--- src/rtl/alu_decode_stage.sv ---
// RV32I decode stage: turns one instruction word + PC into a registered ALU
// command (opcode, operand selects, immediate, register indices) behind a valid/ready register.
module alu_decode_stage #(
  parameter int               WIDTH    = 32,
  parameter logic [WIDTH-1:0] RESET_PC = '0
) (
  input  logic             i_clk,
  input  logic             i_rst,
  input  logic             i_flush,
  input  logic             i_valid,
  output logic             o_ready,
  input  logic [31:0]      i_insn,
  input  logic [WIDTH-1:0] i_pc,
  output logic             o_valid,
  input  logic             i_ready,
  output logic [3:0]       o_alu_op,
  output logic [1:0]       o_opa_sel,
  output logic             o_opb_sel,
  output logic [WIDTH-1:0] o_imm,
  output logic [4:0]       o_rs1_addr,
  output logic [4:0]       o_rs2_addr,
  output logic [4:0]       o_rd_addr,
  output logic             o_rd_wren,
  output logic [WIDTH-1:0] o_pc,
  output logic             o_insn_vld
);

  // ALU opcode encoding shared with the execute stage
  localparam logic [3:0] ALU_ADD  = 4'b0000;

  localparam logic [1:0] OPA_RS1  = 2'd0;
  localparam logic [1:0] OPA_PC   = 2'd1;
  localparam logic [1:0] OPA_ZERO = 2'd2;

  typedef enum logic [6:0] {
    OPC_OP     = 7'b0110011,
    OPC_OP_IMM = 7'b0010011,
    OPC_LUI    = 7'b0110111,
    OPC_AUIPC  = 7'b0010111,
    OPC_JAL    = 7'b1101111,
    OPC_JALR   = 7'b1100111,
    OPC_BRANCH = 7'b1100011,
    OPC_LOAD   = 7'b0000011,
    OPC_STORE  = 7'b0100011
  } opcode_e;

  logic [6:0] opcode;
  logic [2:0] funct3;
  logic [6:0] funct7;
  logic [4:0] rd;

  assign opcode = i_insn[6:0];
  assign funct3 = i_insn[14:12];
  assign funct7 = i_insn[31:25];
  assign rd     = i_insn[11:7];

  logic [WIDTH-1:0] imm_i, imm_s, imm_b, imm_u, imm_j;

  assign imm_i = {{20{i_insn[31]}}, i_insn[31:20]};
  assign imm_s = {{20{i_insn[31]}}, i_insn[31:25], i_insn[11:7]};
  assign imm_b = {{19{i_insn[31]}}, i_insn[31], i_insn[7], i_insn[30:25], i_insn[11:8], 1'b0};
  assign imm_u = {i_insn[31:12], 12'b0};
  assign imm_j = {{11{i_insn[31]}}, i_insn[31], i_insn[19:12], i_insn[20], i_insn[30:21], 1'b0};

  logic [3:0]       d_alu_op;
  logic [1:0]       d_opa_sel;
  logic             d_opb_sel;
  logic [WIDTH-1:0] d_imm;
  logic             d_wren;
  logic             d_legal;

  always_comb begin
    // NOTE: every signal gets a default before the case so no path leaves one unassigned (no latch).
    d_alu_op  = ALU_ADD;
    d_opa_sel = OPA_RS1;
    d_opb_sel = 1'b1;
    d_imm     = '0;
    d_wren    = 1'b1;
    d_legal   = 1'b1;

    case (opcode)
      OPC_OP: begin
        d_alu_op  = {i_insn[30], funct3};
        d_opb_sel = 1'b0;
        d_legal   = (funct7 == 7'b0000000) ||
                    (funct7 == 7'b0100000 && (funct3 == 3'b000 || funct3 == 3'b101));
      end
      OPC_OP_IMM: begin
        d_imm    = imm_i;
        d_alu_op = (funct3 == 3'b101) ? {i_insn[30], funct3} : {1'b0, funct3};
        // Shift-immediates reuse insn[31:25] as a funct7 that must be well formed
        if (funct3 == 3'b001)
          d_legal = (funct7 == 7'b0000000);
        else if (funct3 == 3'b101)
          d_legal = (funct7 == 7'b0000000) || (funct7 == 7'b0100000);
      end
      OPC_LUI: begin
        d_imm     = imm_u;
        d_opa_sel = OPA_ZERO;
      end
      OPC_AUIPC: begin
        d_imm     = imm_u;
        d_opa_sel = OPA_PC;
      end
      OPC_JAL: begin
        d_imm     = imm_j;
        d_opa_sel = OPA_PC;
      end
      OPC_JALR: begin
        d_imm   = imm_i;
        d_legal = (funct3 == 3'b000);
      end
      OPC_BRANCH: begin
        d_imm     = imm_b;
        d_opa_sel = OPA_PC;
        d_wren    = 1'b0;
        d_legal   = (funct3 != 3'b010) && (funct3 != 3'b011);
      end
      OPC_LOAD: begin
        d_imm   = imm_i;
        d_legal = (funct3 == 3'b000) || (funct3 == 3'b001) || (funct3 == 3'b010) ||
                  (funct3 == 3'b100) || (funct3 == 3'b101);
      end
      OPC_STORE: begin
        d_imm   = imm_s;
        d_wren  = 1'b0;
        d_legal = (funct3 == 3'b000) || (funct3 == 3'b001) || (funct3 == 3'b010);
      end
      default: d_legal = 1'b0;
    endcase

    // Illegal words travel down as an inert ADD with no writeback
    if (!d_legal) begin
      d_alu_op  = ALU_ADD;
      d_opa_sel = OPA_RS1;
      d_opb_sel = 1'b0;
      d_imm     = '0;
      d_wren    = 1'b0;
    end
    if (rd == 5'd0)
      d_wren = 1'b0;
  end

  logic accept;

  assign o_ready = !o_valid || i_ready;
  assign accept  = i_valid && o_ready && !i_flush;

  always_ff @(posedge i_clk) begin
    // NOTE: sequential state uses non-blocking assignments so all registers update together.
    if (i_rst) begin
      // NOTE: only the output register exists, so every bit of it is reset explicitly.
      o_valid    <= 1'b0;
      o_alu_op   <= '0;
      o_opa_sel  <= '0;
      o_opb_sel  <= 1'b0;
      o_imm      <= '0;
      o_rs1_addr <= '0;
      o_rs2_addr <= '0;
      o_rd_addr  <= '0;
      o_rd_wren  <= 1'b0;
      o_pc       <= RESET_PC;
      o_insn_vld <= 1'b0;
    end else if (i_flush) begin
      o_valid <= 1'b0;
    end else if (accept) begin
      o_valid    <= 1'b1;
      o_alu_op   <= d_alu_op;
      o_opa_sel  <= d_opa_sel;
      o_opb_sel  <= d_opb_sel;
      o_imm      <= d_imm;
      o_rs1_addr <= i_insn[19:15];
      o_rs2_addr <= i_insn[24:20];
      o_rd_addr  <= rd;
      o_rd_wren  <= d_wren;
      o_pc       <= i_pc;
      o_insn_vld <= d_legal;
    end else if (i_ready) begin
      o_valid <= 1'b0;
    end
  end

endmodule
--- config.mk ---
export PLATFORM = sky130hd
export DESIGN_NAME = alu_decode_stage
export DESIGN_NICKNAME = d
export VERILOG_FILES = /design/src/rtl/alu_decode_stage.sv
export SDC_FILE = /design/constraint.sdc
export NUM_CORES = 1
export LEC_CHECK = 0
export ABC_AREA = 1
export ABC_CLOCK_PERIOD_IN_PS = 2100
export CORE_MARGIN = 1.5
export CORE_UTILIZATION = 45
export DETAILED_ROUTE_END_ITERATION = 7
export GPL_ROUTABILITY_DRIVEN = 0
export PLACE_DENSITY = 0.81
export SYNTH_ARGS = -nofsm -noshare
export SYNTH_HDL_FRONTEND = slang
export SYNTH_SLANG_ARGS = --single-unit
--- constraint.sdc ---
create_clock -name i_clk -period 2.1 [get_ports i_clk]
set_input_delay 0.315 -clock i_clk [delete_from_list [all_inputs] [get_ports i_clk]]
set_output_delay 0.315 -clock i_clk [all_outputs]
set_load 0.005 [all_outputs]
==> impl_metrics.ini <==
[sta]
final_max_slew_viol_count = 0
setup_viol = 0
fin_crit_ps = 1800
worst_pin_slew_ps = 676
finalCritPeriodShare = 0.858
finalHoldViolCount = 0
fmax_mhz = 555
slew_headroom = 0.550
fin_ws_ps = 298
holdWs_ps = 478
rsz0062_at_grt = no
fin_worst_skew_ps = 6.07

[clock_tree]
cts.sinks = 89
post_cts_buffers = 0
clk-insertion-delay-late_ps = 360
clkSlewWorstSetupHoldPaths_ps = 80
cts_resized = 0
holdBufCountCts = 0
cts_max_level = 3
cts_made_buffers = 9
clockBufferDepth = 2
cts_root_buffer = clkbuf_8
cts_tree = built

[flow_run]
cap_violations = 0

[floorplan]
die_w_um = 101
initial_core_util = 0.467
fp.dieH_um = 101
top_level_ports = 159
row_count = 35
coreArea_sq_um = 9330
die_area_sq_um = 10300

[yosys]
synthSimpleGateAreaFrac = 0.351
ys_seq_elements = 89
synth_cell_types = 28
synth_area_leaders = dfxtp_1 (41%), nor2_1 (9.2%), nand3_2 (9.2%), a21oi_2 (8.2%), nand2_1 (7.3%)
synth_compound_area_frac = 0.158
synth_largest_area_cell = dfxtp_1
yosysWarnings = 0
ys_seq_area_frac = 0.409
netlist.area_leader.share = 0.409
yosys.area_share.adder = 0
synth_top_family_by_area = simple AND/OR/NAND/NOR gates
synth_area_sq_um = 4360
synthMuxAreaShare = 0
syn-num-nets = 619
synth_xor_area_frac = 0
netlist_instances = 550
syn_avg_cell_area_sq_um = 7.92

[critical_path]
worst_ep_required_time_ps = 2380
crit_fanout = 21
end_kind = flip-flop
critPathLaunchType = primary input
r2r_start = o_valid$_SDFFE_PP0P_
startpoint = i_insn[5]
arrival_ps = 2090
criticalPathCategory = in -> reg

[global_route]
grt_pass1_wl_um = 20800
grt.total_usage = 0.257
grt_pass1_vias = 4324
grt_max_degree = 48
grt-ovfl-total = 0
antenna_found_initial = 0

[pwr]
power_frac_comb = 0.158
peakVddDrop_mv = 0.396
switching_share = 0.251
power_uw = 3680
leakagePower_uw = 0.00245
p_clk_frac = 0.358
switching_power_uw = 925
power_frac_seq = 0.484
p_per_area_nw_per_um2 = 580
intPower_uw = 2750

[min_path]
hp-class = reg -> reg
min_from = o_opa_sel[1]$_SDFFE_PP0P_

[finish]
area_delta_synth_final_pct = 45.6
instances_no_fill = 839
drive_gt1_frac = 0.214
mostFrequentLayoutCell = clkdlybuf4s50_1
final_cell_mix = clkdlybuf4s50_1 (157), nor2_1 (107), dfxtp_1 (89), nand2_1 (85), o21ai_0 (52)
antennaDiodeCount = 0
final_util = 0.680
final_nets = 774

[routing]
vias_per_cell = 5.25
num_vias = 4406
wire_per_inst_um = 15.5
drt_iter0_markers = 224
ant_nets = 0
wl_um = 13000
drc = 0
drtPass1Iterations = 5

[placed_design]
portBuffers = 158
pre_cts_ws_ps = -21.0
dp_hpwl_um = 9470
placed_cells = 823

[outcome]
status = finished, final reports clean
[area by class of cell]
cell class / count / area [sq um]
Multi-Input combinational cell: 391 / 2220
Inverter: 31 / 116
Tap cell: 129 / 161
Timing Repair Buffer: 183 / 1840
Clock inverter: 4 / 76.3
Clock buffer: 12 / 145
Sequential cell: 89 / 1780
Fill cell: 770 / 2990
[power by group through the flow]
stage	Combinational (uW)	Clock, uW	Sequential [uW]
after floorplan	227	0	1820
after global placement	566	0	1810
after detailed placement	577	0	1820
after CTS	581	1340	1780
after global routing	629	1400	1790
final	581	1320	1780
[state kept, by name, indices dropped and copies added (netlist names)]
name	flops
o_rd_addr	5
o_rd_wren	1
o_rs1_addr	5
o_pc	32
o_opa_sel	2
o_valid	1
o_opb_sel	1
o_alu_op	4
o_imm	32
o_rs2_addr	5
o_insn_vld	1
[cells in the mapped netlist]
cell / count
nor2_1: 107
dfxtp_1: 89
nand2_1: 85
o21ai_0: 52
a21oi_2: 41
nand3_2: 40
nand4_1: 24
inv_1: 23
clkbuf_1: 18
buf_2: 12
nand3_1: 10
nand2_2: 9
inv_2: 8
a21oi_1: 4
buf_12: 4
buf_4: 4
nand2_4: 3
a211oi_1: 2
nand3_4: 2
nor2_2: 2
nor2_8: 2
nor3_1: 2
o21ai_2: 2
buf_1: 1
nor2_4: 1
nor3_2: 1
o21bai_1: 1
o31ai_1: 1
[routing by layer]
metal | up-vias | track usage | part of all wire
met5 | - | 0 | 0
met4 | 0 | 0.0876 | 0.025
li1 | 2112 | - | -
met2 | 182 | 0.434 | 0.48
met3 | 27 | 0.0883 | 0.090
met1 | 2085 | 0.305 | 0.41
[cells by family after synthesis]
| group | after synthesis |
|---|---|
| simple gates | 288 |
| compound gates | 103 |
| flops | 89 |
| buf+inv | 70 |
[final timing paths]
check	to	slack, ps	cells past startpoint
setup / recovery	o_imm[21]$_SDFFE_PP0P_	300	9
hold / removal	o_opa_sel[1]$_SDFFE_PP0P_	480	2
setup reg to reg	o_pc[31]$_SDFFE_PP0P_	600	6
hold reg to reg	o_opa_sel[1]$_SDFFE_PP0P_	480	2
[worst max-delay path: stages]
cell and delay (ps):
clkdlybuf4s50_1 620, nand2_4 130, nor2_8 150, nand2_2 80, nand3_2 110, nand2_2 260, nand4_1 190, nand3_2 90
a21oi_2 130
[per-stage QoR]
step | area, sq um | TNS (ps)
CTS | 6340 | 0
detailed placement | 6120 | -47.9
global route | 6340 | 0
global placement | 6120 | 0
floorplan | 4360 | 0
finish | 6340 | 0
No activity file was read; power rests on OpenSTA's default activity.
